**config.mk**
```make
export PLATFORM = sky130hd
export DESIGN_NAME = alu_cmd_driver
export DESIGN_NICKNAME = d
export VERILOG_FILES = /design/src/rtl/alu_pkg.sv /design/src/rtl/alu_cmd_fifo.sv /design/src/rtl/alu_cmd_driver.sv
export SDC_FILE = /design/constraint.sdc
export NUM_CORES = 1
export LEC_CHECK = 0
export ABC_AREA = 1
export CAP_MARGIN = 30
export CORE_AREA = 10 10 144 146
export CTS_CLUSTER_DIAMETER = 100
export DETAILED_ROUTE_END_ITERATION = 10
export DIE_AREA = 0 0 154 156
export PLACE_DENSITY = 0.5
export SLEW_MARGIN = 20
export SYNTH_ARGS = -nofsm -noshare
export SYNTH_HDL_FRONTEND = slang
export SYNTH_SLANG_ARGS = --single-unit
export TNS_END_PERCENT = 50
```
**constraint.sdc**
```tcl
create_clock -name clk -period 2.1 [get_ports clk]
set_input_delay 0.42 -clock clk [delete_from_list [all_inputs] [get_ports clk]]
set_output_delay 0.42 -clock clk [all_outputs]
set_load 0.01 [all_outputs]
```
**src/rtl/alu_pkg.sv**
```systemverilog
// Shared definitions for the ALU command driver: opcodes, default widths,
// FSM state type and the golden result model used by ALU_CMD_CHECK_EN.
package alu_pkg;

    localparam int ALU_DATA_W = 8;
    localparam int ALU_OP_W   = 3;

    localparam logic [ALU_OP_W-1:0] OP_ADD = 3'd0;
    localparam logic [ALU_OP_W-1:0] OP_SUB = 3'd1;
    localparam logic [ALU_OP_W-1:0] OP_AND = 3'd2;
    localparam logic [ALU_OP_W-1:0] OP_OR  = 3'd3;
    localparam logic [ALU_OP_W-1:0] OP_XOR = 3'd4;

    typedef enum logic [1:0] {
        ST_IDLE  = 2'd0,
        ST_DRIVE = 2'd1,
        ST_RESP  = 2'd2
    } drv_state_e;

    function automatic logic [ALU_DATA_W-1:0] alu_expected(
        input logic [ALU_DATA_W-1:0] a,
        input logic [ALU_DATA_W-1:0] b,
        input logic [ALU_OP_W-1:0]   op
    );
        case (op)
            OP_ADD:  return a + b;
            OP_SUB:  return a - b;
            OP_AND:  return a & b;
            OP_OR:   return a | b;
            OP_XOR:  return a ^ b;
            default: return '0;
        endcase
    endfunction

endpackage

```
**src/rtl/alu_cmd_fifo.sv**
```systemverilog
// Synchronous command FIFO with registered occupancy count; full/empty
// are decoded from the count so they never see a same-cycle pop.
module alu_cmd_fifo #(
    parameter int W     = 21,
    parameter int DEPTH = 4
) (
    input  logic                       clk,
    input  logic                       rst_n,
    input  logic                       push_i,
    input  logic [W-1:0]               wdata_i,
    input  logic                       pop_i,
    output logic [W-1:0]               rdata_o,
    output logic                       full_o,
    output logic                       empty_o,
    output logic [$clog2(DEPTH):0]     count_o
);

    localparam int PTR_W = $clog2(DEPTH);

    logic [W-1:0]     mem_q [DEPTH];
    logic [PTR_W-1:0] wr_ptr_q;
    logic [PTR_W-1:0] rd_ptr_q;
    logic [PTR_W:0]   count_q;
    logic             do_push;
    logic             do_pop;

    assign full_o  = (count_q == (PTR_W+1)'(DEPTH));
    assign empty_o = (count_q == '0);
    assign count_o = count_q;
    assign rdata_o = mem_q[rd_ptr_q];
    assign do_push = push_i && !full_o;
    assign do_pop  = pop_i && !empty_o;

    always_ff @(posedge clk) begin
        if (!rst_n) begin
            wr_ptr_q <= '0;
            rd_ptr_q <= '0;
            count_q  <= '0;
        end else begin
            if (do_push) wr_ptr_q <= wr_ptr_q + 1'b1;
            if (do_pop)  rd_ptr_q <= rd_ptr_q + 1'b1;
            case ({do_push, do_pop})
                2'b10:   count_q <= count_q + 1'b1;
                2'b01:   count_q <= count_q - 1'b1;
                default: count_q <= count_q;
            endcase
        end
    end

    // Storage needs no reset: entries are only read once written.
    always_ff @(posedge clk) begin
        if (do_push) mem_q[wr_ptr_q] <= wdata_i;
    end

endmodule

```
**src/rtl/alu_cmd_driver.sv**
```systemverilog
// Queues tagged ALU commands, drives them onto the ALU pins and returns
// tagged responses. Optional golden-model check: define ALU_CMD_CHECK_EN.
//
// state    | meaning
// IDLE     | engine empty, waiting for a queued command
// DRIVE    | operands on ALU pins, settle counter running down
// RESP     | response held until consumer handshake
module alu_cmd_driver
    import alu_pkg::*;
#(
    parameter int DATA_W = ALU_DATA_W,
    parameter int OP_W   = ALU_OP_W,
    parameter int DEPTH  = 4,
    parameter int SETTLE = 1,
    parameter int TAG_W  = 2
) (
    input  logic              clk,
    input  logic              rst_n,
    input  logic              cmd_valid,
    output logic              cmd_ready,
    input  logic [DATA_W-1:0] cmd_a,
    input  logic [DATA_W-1:0] cmd_b,
    input  logic [OP_W-1:0]   cmd_op,
    input  logic [TAG_W-1:0]  cmd_tag,
    output logic [DATA_W-1:0] alu_a,
    output logic [DATA_W-1:0] alu_b,
    output logic [OP_W-1:0]   alu_op,
    input  logic [DATA_W-1:0] alu_result,
    output logic              rsp_valid,
    input  logic              rsp_ready,
    output logic [DATA_W-1:0] rsp_result,
    output logic [TAG_W-1:0]  rsp_tag,
    output logic              rsp_illegal,
    output logic              rsp_mismatch,
    output logic              busy
);

    localparam int FW    = 2*DATA_W + OP_W + TAG_W;
    localparam int CNT_W = (SETTLE > 1) ? $clog2(SETTLE) : 1;
    localparam logic [CNT_W-1:0] CNT_LOAD = CNT_W'(SETTLE - 1);

    drv_state_e          state_q, state_d;
    logic [CNT_W-1:0]    cnt_q, cnt_d;
    logic [DATA_W-1:0]   alu_a_q, alu_a_d, alu_b_q, alu_b_d;
    logic [OP_W-1:0]     alu_op_q, alu_op_d;
    logic [TAG_W-1:0]    tag_q, tag_d;
    logic [DATA_W-1:0]   res_q, res_d;
    logic                valid_q, valid_d, ill_q, ill_d, mm_q, mm_d;

    logic                fifo_pop, fifo_full, fifo_empty;
    logic [FW-1:0]       fifo_head;
    logic [$clog2(DEPTH):0] fifo_count;
    logic [DATA_W-1:0]   h_a, h_b;
    logic [OP_W-1:0]     h_op;
    logic [TAG_W-1:0]    h_tag;
    logic                load;

    alu_cmd_fifo #(.W(FW), .DEPTH(DEPTH)) u_fifo (
        .clk     (clk),
        .rst_n   (rst_n),
        .push_i  (cmd_valid),
        .wdata_i ({cmd_a, cmd_b, cmd_op, cmd_tag}),
        .pop_i   (fifo_pop),
        .rdata_o (fifo_head),
        .full_o  (fifo_full),
        .empty_o (fifo_empty),
        .count_o (fifo_count)
    );

    assign {h_a, h_b, h_op, h_tag} = fifo_head;

    always_ff @(posedge clk) begin
        if (!rst_n) begin
            state_q  <= ST_IDLE;
            cnt_q    <= '0;
            alu_a_q  <= '0;
            alu_b_q  <= '0;
            alu_op_q <= '0;
            tag_q    <= '0;
            res_q    <= '0;
            valid_q  <= 1'b0;
            ill_q    <= 1'b0;
            mm_q     <= 1'b0;
        end else begin
            state_q  <= state_d;
            cnt_q    <= cnt_d;
            alu_a_q  <= alu_a_d;
            alu_b_q  <= alu_b_d;
            alu_op_q <= alu_op_d;
            tag_q    <= tag_d;
            res_q    <= res_d;
            valid_q  <= valid_d;
            ill_q    <= ill_d;
            mm_q     <= mm_d;
        end
    end

    always_comb begin
        state_d  = state_q;
        cnt_d    = cnt_q;
        alu_a_d  = alu_a_q;
        alu_b_d  = alu_b_q;
        alu_op_d = alu_op_q;
        tag_d    = tag_q;
        res_d    = res_q;
        valid_d  = valid_q;
        ill_d    = ill_q;
        mm_d     = mm_q;
        load     = 1'b0;
        case (state_q)
            ST_IDLE: begin
                if (!fifo_empty) load = 1'b1;
            end
            ST_DRIVE: begin
                if (cnt_q == '0) begin
                    res_d   = alu_result;
                    valid_d = 1'b1;
                    ill_d   = (alu_op_q > OP_W'(OP_XOR));
`ifdef ALU_CMD_CHECK_EN
                    mm_d    = (alu_result != alu_expected(alu_a_q, alu_b_q, alu_op_q));
`else
                    mm_d    = 1'b0;
`endif
                    state_d = ST_RESP;
                end else begin
                    cnt_d = cnt_q - CNT_W'(1);
                end
            end
            ST_RESP: begin
                if (rsp_ready) begin
                    valid_d = 1'b0;
                    if (!fifo_empty) load = 1'b1;
                    else             state_d = ST_IDLE;
                end
            end
            default: state_d = ST_IDLE;
        endcase
        // Shared issue path so RESP can chain straight into DRIVE.
        if (load) begin
            alu_a_d  = h_a;
            alu_b_d  = h_b;
            alu_op_d = h_op;
            tag_d    = h_tag;
            cnt_d    = CNT_LOAD;
            state_d  = ST_DRIVE;
        end
        fifo_pop = load;
    end

    assign cmd_ready    = !fifo_full;
    assign alu_a        = alu_a_q;
    assign alu_b        = alu_b_q;
    assign alu_op       = alu_op_q;
    assign rsp_valid    = valid_q;
    assign rsp_result   = res_q;
    assign rsp_tag      = tag_q;
    assign rsp_illegal  = ill_q;
    assign rsp_mismatch = mm_q;
    assign busy         = (fifo_count != '0) || (state_q != ST_IDLE);

endmodule

```
# --- After elaboration in Yosys (flattened, before gate mapping) ---
# Memories as Yosys holds them, arrays and structs flattened. A register that Yosys moved wholly into a read port is not among the register bits.
# Cells that the tools add are included.
totals:
  reg_bits: 20
  mem_bits_rw: 84
  out_inout_bits: 34
  n_memories: 1
mem_list:
  columns: ["memory", "depth", "width", "rd", "rd_ports_with_merged_regs", "write_ports", "line", "source"]
  rows:
  - ["u_fifo.mem_q", 4, 21, 1, 1, 1, "alu_cmd_fifo.sv:20", "logic [W-1:0] mem_q [DEPTH];"]
op_classes:
  add_sub_neg: 5
  n_lt_le_gt_ge: 1
  eq_ne: 12
  muxes: 15
  bitwise: 3
  reduce_logical: 17
op_table:
  columns: ["operator", "n"]
  rows:
  - ["inequality test 3 x 2 -> 1 bit (second input constant)", 3]
  - ["two-way mux 1 bit", 8]
  - ["AND reduction 4 bit", 2]
  - ["two-way mux 2 bit", 3]
  - ["inequality test 2 bit (second input constant)", 3]
  - ["case mux 2 bit (3 select lines)", 1]
  - ["case mux 3 bit (2 select lines)", 1]
  - ["nonzero test 2 bit", 3]
  - ["adder 2 x 1 -> 2 bit (second input constant)", 2]
  - ["equality test 2 x 1 -> 1 bit (second input constant)", 2]
  - ["equality test 2 bit (second input constant)", 2]
  - ["case mux 1 bit (2 select lines)", 2]
  - ["adder 3 x 1 -> 3 bit (second input constant)", 1]
  - ["equality test 3 bit (second input constant)", 1]
  - ["> comparator 3 bit (second input constant)", 1]
  - ["logical NOT 1 bit", 3]
  - ["logical NOT 3 bit", 1]
  - ["inverter 1 bit", 3]
  - ["AND reduction 3 bit", 1]
  - ["nonzero test 3 bit", 1]
  - ["subtractor 3 x 1 -> 3 bit (second input constant)", 1]
  - ["logical AND 1 bit", 2]
  - ["logical NOT 2 bit", 1]
  - ["inequality test 2 x 1 -> 1 bit (second input constant)", 1]
  - ["4 further kinds", 4]

# --- Logic depth before layout (Yosys ltp) ---
# Gate-level depths: netlist of run 1.
depth:
  ltp_word: 7
  mapped_depth: 14
  mapped_depth_nobuf: 13

# --- By module ---
# A second synthesis of run 1 with hierarchy kept.
hier_totals:
  hier_cells: 440
  area_unflattened_um2: 4982.3
modules_own_cells:
  columns: ["mod", "instances", "cells_each", "area_per_inst_um2"]
  rows:
  - ["alu_cmd_fifo", 1, 274, 3662.3]
  - ["alu_cmd_driver", 1, 166, 1320.0]

# --- Least setup slack after synthesis of run 1 ---
# OpenSTA, ideal clock, no wires.
synth_path:
  path_kind: "reg2reg"
  start: "register u_fifo.count_q[0], in the netlist u_fifo.count_o[0]"
  end: "memory u_fifo.mem_q[2][0] (enable)"
  setup_time_ns: 0.399
  t_arrival_ns: 1.675
  slack_ns: 0.026
  stages_incl_launch_ff: 5
  n_path_buf: 0
  period_less_slack_ns: 2.074
  path_cell_list: "dfxtp_1 > inv_1 > nand3_1 > nand2_1 > nor2_1"
synth_via:
  elab_chain_cells: 5
synth_lines:
  columns: ["element", "line", "source"]
  rows:
  - ["start: declaration", "alu_cmd_fifo.sv:23", "logic [PTR_W:0] count_q;"]
  - ["start signal: assignment", "alu_cmd_fifo.sv:43", "2'b10: count_q <= count_q + 1'b1;"]
  - ["start signal: assignment", "alu_cmd_fifo.sv:44", "2'b01: count_q <= count_q - 1'b1;"]
  - ["start signal: assignment", "alu_cmd_fifo.sv:45", "default: count_q <= count_q;"]
  - ["equality test 3 bit", "alu_cmd_fifo.sv:27", "assign full_o = (count_q == (PTR_W+1)'(DEPTH));"]
  - ["logical NOT 1 bit", null, null]
  - ["named net cmd_ready", "alu_cmd_driver.sv:20", "output logic cmd_ready,"]
  - ["logical AND 1 bit", "alu_cmd_fifo.sv:31", "assign do_push = push_i && !full_o;"]
  - ["two-way mux 1 bit", "alu_cmd_fifo.sv:52", "if (do_push) mem_q[wr_ptr_q] <= wdata_i;"]
  - ["two-way mux 1 bit (not written as such)", "alu_cmd_fifo.sv:52", null]
  - ["end: declaration", "alu_cmd_fifo.sv:20", null]
# The timed path passes the listed nets, and every way through them passes these cells.

==> results of run 1 <==
[cell type report]
| type | instances | area share [%] |
|---|---|---|
| timing repair buffer | 84 | 11.9 |
| clock buffer | 18 | 6.24 |
| clock inverter | 14 | 2.46 |
| tap | 229 | 4.17 |
| sequential | 124 | 48.3 |
| inverter | 125 | 6.82 |
| multi-input combinational | 313 | 20.1 |
[metrics by stage]
| stage | setup slack [ns] | util [%] | setup TNS (ns) |
|---|---|---|---|
| final | 0.147 | 38.5 | 0 |
| after global placement | -0.189 | 35.2 | -0.319 |
| after CTS | 0.0455 | 38.5 | 0 |
| after detailed placement | -0.228 | 35.2 | -0.412 |
| after floorplan | 0.0264 | - | 0 |
| after global routing | 0.0277 | 38.5 | 0 |
[synthesized netlist by cell type (all sizes together)]
cell type,number
edfxtp,84
fa,1
nand2,165
buf,19
nand3,50
clkbuf,5
o21ai,12
conb,1
a21oi,9
inv,125
dfxtp,40
nor2,70
ha,5
[flip-flops by register name, summed over array words and instances, names as in the netlist]
signal / cells
alu_op: 3
rsp_tag: 2
rsp_illegal: 1
rsp_result: 8
alu_a: 8
alu_b: 8
rsp_valid: 1
state_q: 2
u_fifo.count_o: 3
u_fifo.rd_ptr_q: 2
u_fifo.mem_q: 84
u_fifo.wr_ptr_q: 2
[metal layers]
layer	global-route usage [%]	part of all wire, %	wire (µm)
met1	11.8	45	5420
met2	17.8	49	5870
met3	3.28	5.4	650
met4	4.32	1.0	123
met5	0	0	0
[power by group]
group | switching, mW | internal, mW
registers | 0.229 | 3.11
clock network | 1.07 | 1.87
logic | 2.06 | 1.40
[path summary, 6_finish.rpt]
check,start,to,slack [ns],cells past startpoint
worst max-delay path,rsp_ready,busy,0.15,6
worst min-delay path,u_fifo.count_o[0],u_fifo.count_o[0],0.46,1
worst max register to register,u_fifo.count_o[0],u_fifo.count_o[2],0.30,12
worst min register to register,u_fifo.count_o[0],u_fifo.count_o[0],0.46,1
[placed cells by master (no fill, tap or decap), types with 4 or more instances in the layout]
cell type        instances
o21ai_0                 12
nand2_2                 11
buf_4                   17
dfxtp_1                 40
a21oi_1                  8
edfxtp_1                84
inv_1                  122
nor2_2                   4
ha_1                     5
clkbuf_16               17
nor2_1                  66
nand3_1                 48
clkdlybuf4s50_1         64
nand2_1                154
[cells by family (layout without fill, tap and decap cells)]
logic type,Yosys count,count (layout),synth area share [%]
AND/OR/NAND/NOR,285,285,22.0
flip-flops,124,124,62.6
AO/OA/AOI/OAI,21,21,2.19
buffers and inverters,149,241,11.6
adder cells (fa/ha/maj),6,6,1.56
other,1,1,0.0707
[repair_timing]
item / 4_1_cts / 5_1_grt
gates resized for setup: 1 / 1
setup buffers: 0 / 0
setup endpoints to repair: 1 / 1
==> results.cfg, run 1 <==
[logic_synthesis]
synth_cells = 586
syn-num-nets = 625
yosysTopAreaCellShare_pct = 47.5
synthesis.area_um2 = 5310
synth_area_per_cell_um2 = 9.05
ys_warn_count = 0
yosys-top-cells-area = edfxtp_1, dfxtp_1, nand2_1
yosysTopAreaCell = edfxtp_1
ys_seq_area_share_pct = 62.6
ys_types = 20
ys_ff_latch = 124

[clocking]
insertion_delay_ns = 0.41
cts_inserted_buffers = 17
cts_root_buf = clkbuf_16
cts.sinks = 124
cts.htree.levels = 4
cts_tree = yes
clockBufferDepth = 2
clk_pin_slew_worst_paths_ns = 0.06
cts_hold_buf = 0

[place]
placed_cells = 875
gp_congestion = 0.733
place_area_um2 = 6270
port_buffers = 65
dp_hpwl_um = 7630

[worst_setup_path]
end_kind = primary output
cp.required_ns = 1.68
start_kind = input pin
slowest_stage = clkdlybuf4s50_1
critical-path-top-delay-family = buffers and inverters
path_max_fanout = 3
cp.buffers_inverters = 3
max_stage_delay_ns = 0.49
path_cells = clkdlybuf4s50_1 > inv_2 > a21oi_4 > nand2_2 > nand3_1 > dlygate4sd2_1
critPathKind = input pin to primary output
cp.arrival_ns = 1.53

[timing]
fin_skew_ns = 0.00842
hold-worst-slack_ns = 0.456
fmax_mhz = 512
rsz0062_at_grt = false
period_needed_ns = 1.95
slew_headroom_pct = 55.3
setup-violations-final = 0
hold_viol_final = 0
tightest_slew_ns = 0.668
final-max-slew-violation-count = 0
min_period_over_period_pct = 93.0

[layout]
fillers = 1728
layout-drive-gt1-share_pct = 10.2
final_area_um2 = 6880
syn_to_final_growth_pct = 29.6
n_antenna_cell = 0
seq_area_um2 = 3320
nets = 704
multi_input_area_um2 = 1380
fin_cells = 907

[hold_path]
hold_path.class = flop to flop

[global_route]
grt_max_degree = 46
grt_pass1_vias = 3815
grt_pass1_wl_um = 19800
antenna_found_initial = 0
grt-ovfl-total = 0
gr-usage-all-layers_pct = 10.4

[die]
num_rows = 49
ios = 67
die_w_um = 154
coreArea_um2 = 17800
die-area_um2 = 24000
initial_core_util_pct = 29.7
dieHeight_um = 156

[drt]
drtPass1Iterations = 4
via_per_inst = 4.15
drt-initial-drc-count = 167
routed_wl_um = 12100
drc = 0
ant_nets = 0
vias = 3764
detail_route.wl_per_cell_um = 13.3

[power_and_ir_drop]
total_power_mw = 9.73
p_leak_nw = 3.07
ir_drop_mv = 0.584
pwr_density_cell_nw_per_um2 = 1410

[flow_run]
cap_violations = 0

[run_status]
status = complete, no violations
Note: power is estimated with default switching activity, not from simulation.
==> inputs of run 2 (changes only) <==
Settings changed: CORE_AREA 10 10 144 146 to 10 10 140 142, DIE_AREA 0 0 154 156 to 0 0 150 152, GPL_ROUTABILITY_DRIVEN set to 0, GPL_TIMING_DRIVEN set to 0, SYNTH_HIERARCHICAL set to 1.
==> results.cfg, run 2 <==
[power_and_ir_drop]
pwr_density_cell_nw_per_um2 = 1450
p_leak_nw = 2.48
ir_drop_mv = 0.719
total_power_mw = 9.59

[timing]
min_period_over_period_pct = 94.8
final-max-slew-violation-count = 0
period_needed_ns = 1.99
slew_headroom_pct = 50.7
tns_ns = 0
hold-worst-slack_ns = 0.465
setup-violations-final = 0
tightest_slew_ns = 0.737
fin_skew_ns = 0.00408
fmax_mhz = 502
hold_viol_final = 0

[global_route]
gr-usage-all-layers_pct = 10.8
grt-ovfl-total = 0
grt_pass1_vias = 3487
grt_max_degree = 22
antenna_found_initial = 0
grt_pass1_wl_um = 19100

[drt]
ant_nets = 0
via_per_inst = 4.55
drtPass1Iterations = 4
routed_wl_um = 12400
drc = 0
detail_route.wl_per_cell_um = 16.0
drt-initial-drc-count = 158
vias = 3511

[logic_synthesis]
yosysTopAreaCellShare_pct = 50.6
synth_top_flop_cell = edfxtp_1
synth_cells = 440
ys_ff_latch = 126
synth_area_per_cell_um2 = 11.3
synth_common_cells = edfxtp_1, nor2_1, dfxtp_1
synthesis.area_um2 = 4980
yosysTopAreaCell = edfxtp_1
syn-num-nets = 479
synth_most_common_cell = edfxtp_1
synth_edf_count = 84
synthArstFlopShare_pct = 0
ys_warn_count = 6
ys_types = 24
ys_seq_area_share_pct = 67.5
yosys-top-cells-area = edfxtp_1, dfxtp_1, nor2_1

[flow_run]
cap_violations = 0

[hold_path]
holdPathStages = 2
hold_path.startpoint = rsp_tag[1]
hold_path.class = flop to flop

[layout]
top_register = u_fifo/mem_q
layout-drive-gt1-share_pct = 16.8
final_common_cell = edfxtp_1
nets = 574
largest_reg_flops = 84
n_antenna_cell = 0
syn_to_final_growth_pct = 33.0
final_cell_mix = edfxtp_1, nor2_1, clkdlybuf4s50_1

[die]
ios = 67
num_rows = 48
dieHeight_um = 152
coreArea_um2 = 16900
die_w_um = 150
die-area_um2 = 22800
initial_core_util_pct = 29.4

[clocking]
cts_inserted_buffers = 17
cts.sinks = 126
cts_root_buf = clkbuf_16
insertion_delay_ns = 0.40
cts.htree.levels = 4
cts_tree = yes
clockBufferDepth = 2
clk_pin_slew_worst_paths_ns = 0.05
cts_hold_buf = 0

[worst_setup_path]
end_kind = primary output
path_max_fanout = 4
max_stage_delay_ns = 0.53
cp.arrival_ns = 1.57
slowest_stage = clkdlybuf4s50_1
critPathMostFrequentCell = inv_1
regToRegStartpoint = u_fifo/count_o[1]
start_kind = flop
critPathLaunch = u_fifo/count_o[2]
path_cells = buf_4 > nand2_4 > inv_1 > inv_1 > clkdlybuf4s50_1
cp.required_ns = 1.68
r2r_cells = 16
critPathKind = flop to primary output

[place]
dp_hpwl_um = 8320
port_buffers = 65

[run_status]
status = complete, no violations
run 2: cell count changes after synthesis, sizes merged:
cell / before / now
inv: 125 / 29
nor2: 70 / 78
dfxtp: 40 / 42
buf: 19 / 27
clkbuf: 5 / 0
nor3: 0 / 1
nand2: 165 / 45
o21ai: 12 / 52
a21oi: 9 / 6
nand4: 0 / 21
o22ai: 0 / 21
nand3: 50 / 27
run 2: path summary, 6_finish.rpt:
check,endpoint,slack [ns]
worst max-delay path,cmd_ready,0.11
worst max register to register,u_fifo/count_o[2],0.15
worst min register to register,rsp_tag[1],0.46
worst min-delay path,rsp_tag[1],0.46
run 2: layout make-up:
| cell class | instances | area [µm²] |
|---|---|---|
| multi-input combinational | 259 | 1360 |
| fill | 1657 | 10300 |
| clock buffer | 19 | 433 |
| timing repair buffer | 76 | 761 |
| tap | 225 | 282 |
| sequential | 126 | 3370 |
| clock inverter | 12 | 98.8 |
| inverter | 29 | 116 |
| buffer | 26 | 205 |
run 2: worst max-delay path: cells and delay by family, from the launching register on:
family / cells / cell delay (ns)
flip-flops: 1 / 0.35
AND/OR/NAND/NOR: 1 / 0.08
buffers and inverters: 4 / 0.74
run 2: kinds of logic after synthesis:
family | share of synthesized area [%]
fa+ha+maj | 1.66
other cells | 0.0753
compound gates | 8.46
flops | 67.5
simple gates | 15.7
buf+inv | 6.63
run 2: stage by stage:
step | utilization, % | cell area (µm²) | setup WS (ns) | instances
2_1_floorplan | - | 4980 | 0.00948 | 440
3_3_place_gp | 34.9 | 5920 | -1.15 | 730
3_5_place_dp | 35.4 | 5990 | -0.531 | 732
4_1_cts | 38.6 | 6530 | 0.0205 | 763
5_1_grt | 39.1 | 6630 | -0.00344 | 772
6_report | 39.1 | 6630 | 0.108 | 772
run 2: timing repair:
action	4_1_cts	5_1_grt
resized for setup	8	5
pin swaps	1	2
gates cloned	0	1
setup endpoints to repair	2	3
setup buffers	1	8
run 2: per-layer routing:
layer	GRT usage, %	share of wire (%)
met5	0	0
met4	4.63	1.4
met3	3.53	6.4
met2	16.5	46
met1	13.8	46
run 2: power breakdown:
| part | switching (mW) | internal [mW] | total [mW] | leakage [nW] |
|---|---|---|---|---|
| Combinational | 1.96 | 1.57 | 3.53 | 1.11 |
| Clock | 1.01 | 1.60 | 2.61 | 0.254 |
| Sequential | 0.280 | 3.18 | 3.46 | 1.12 |
| Total | 3.25 | 6.35 | 9.59 | 2.48 |
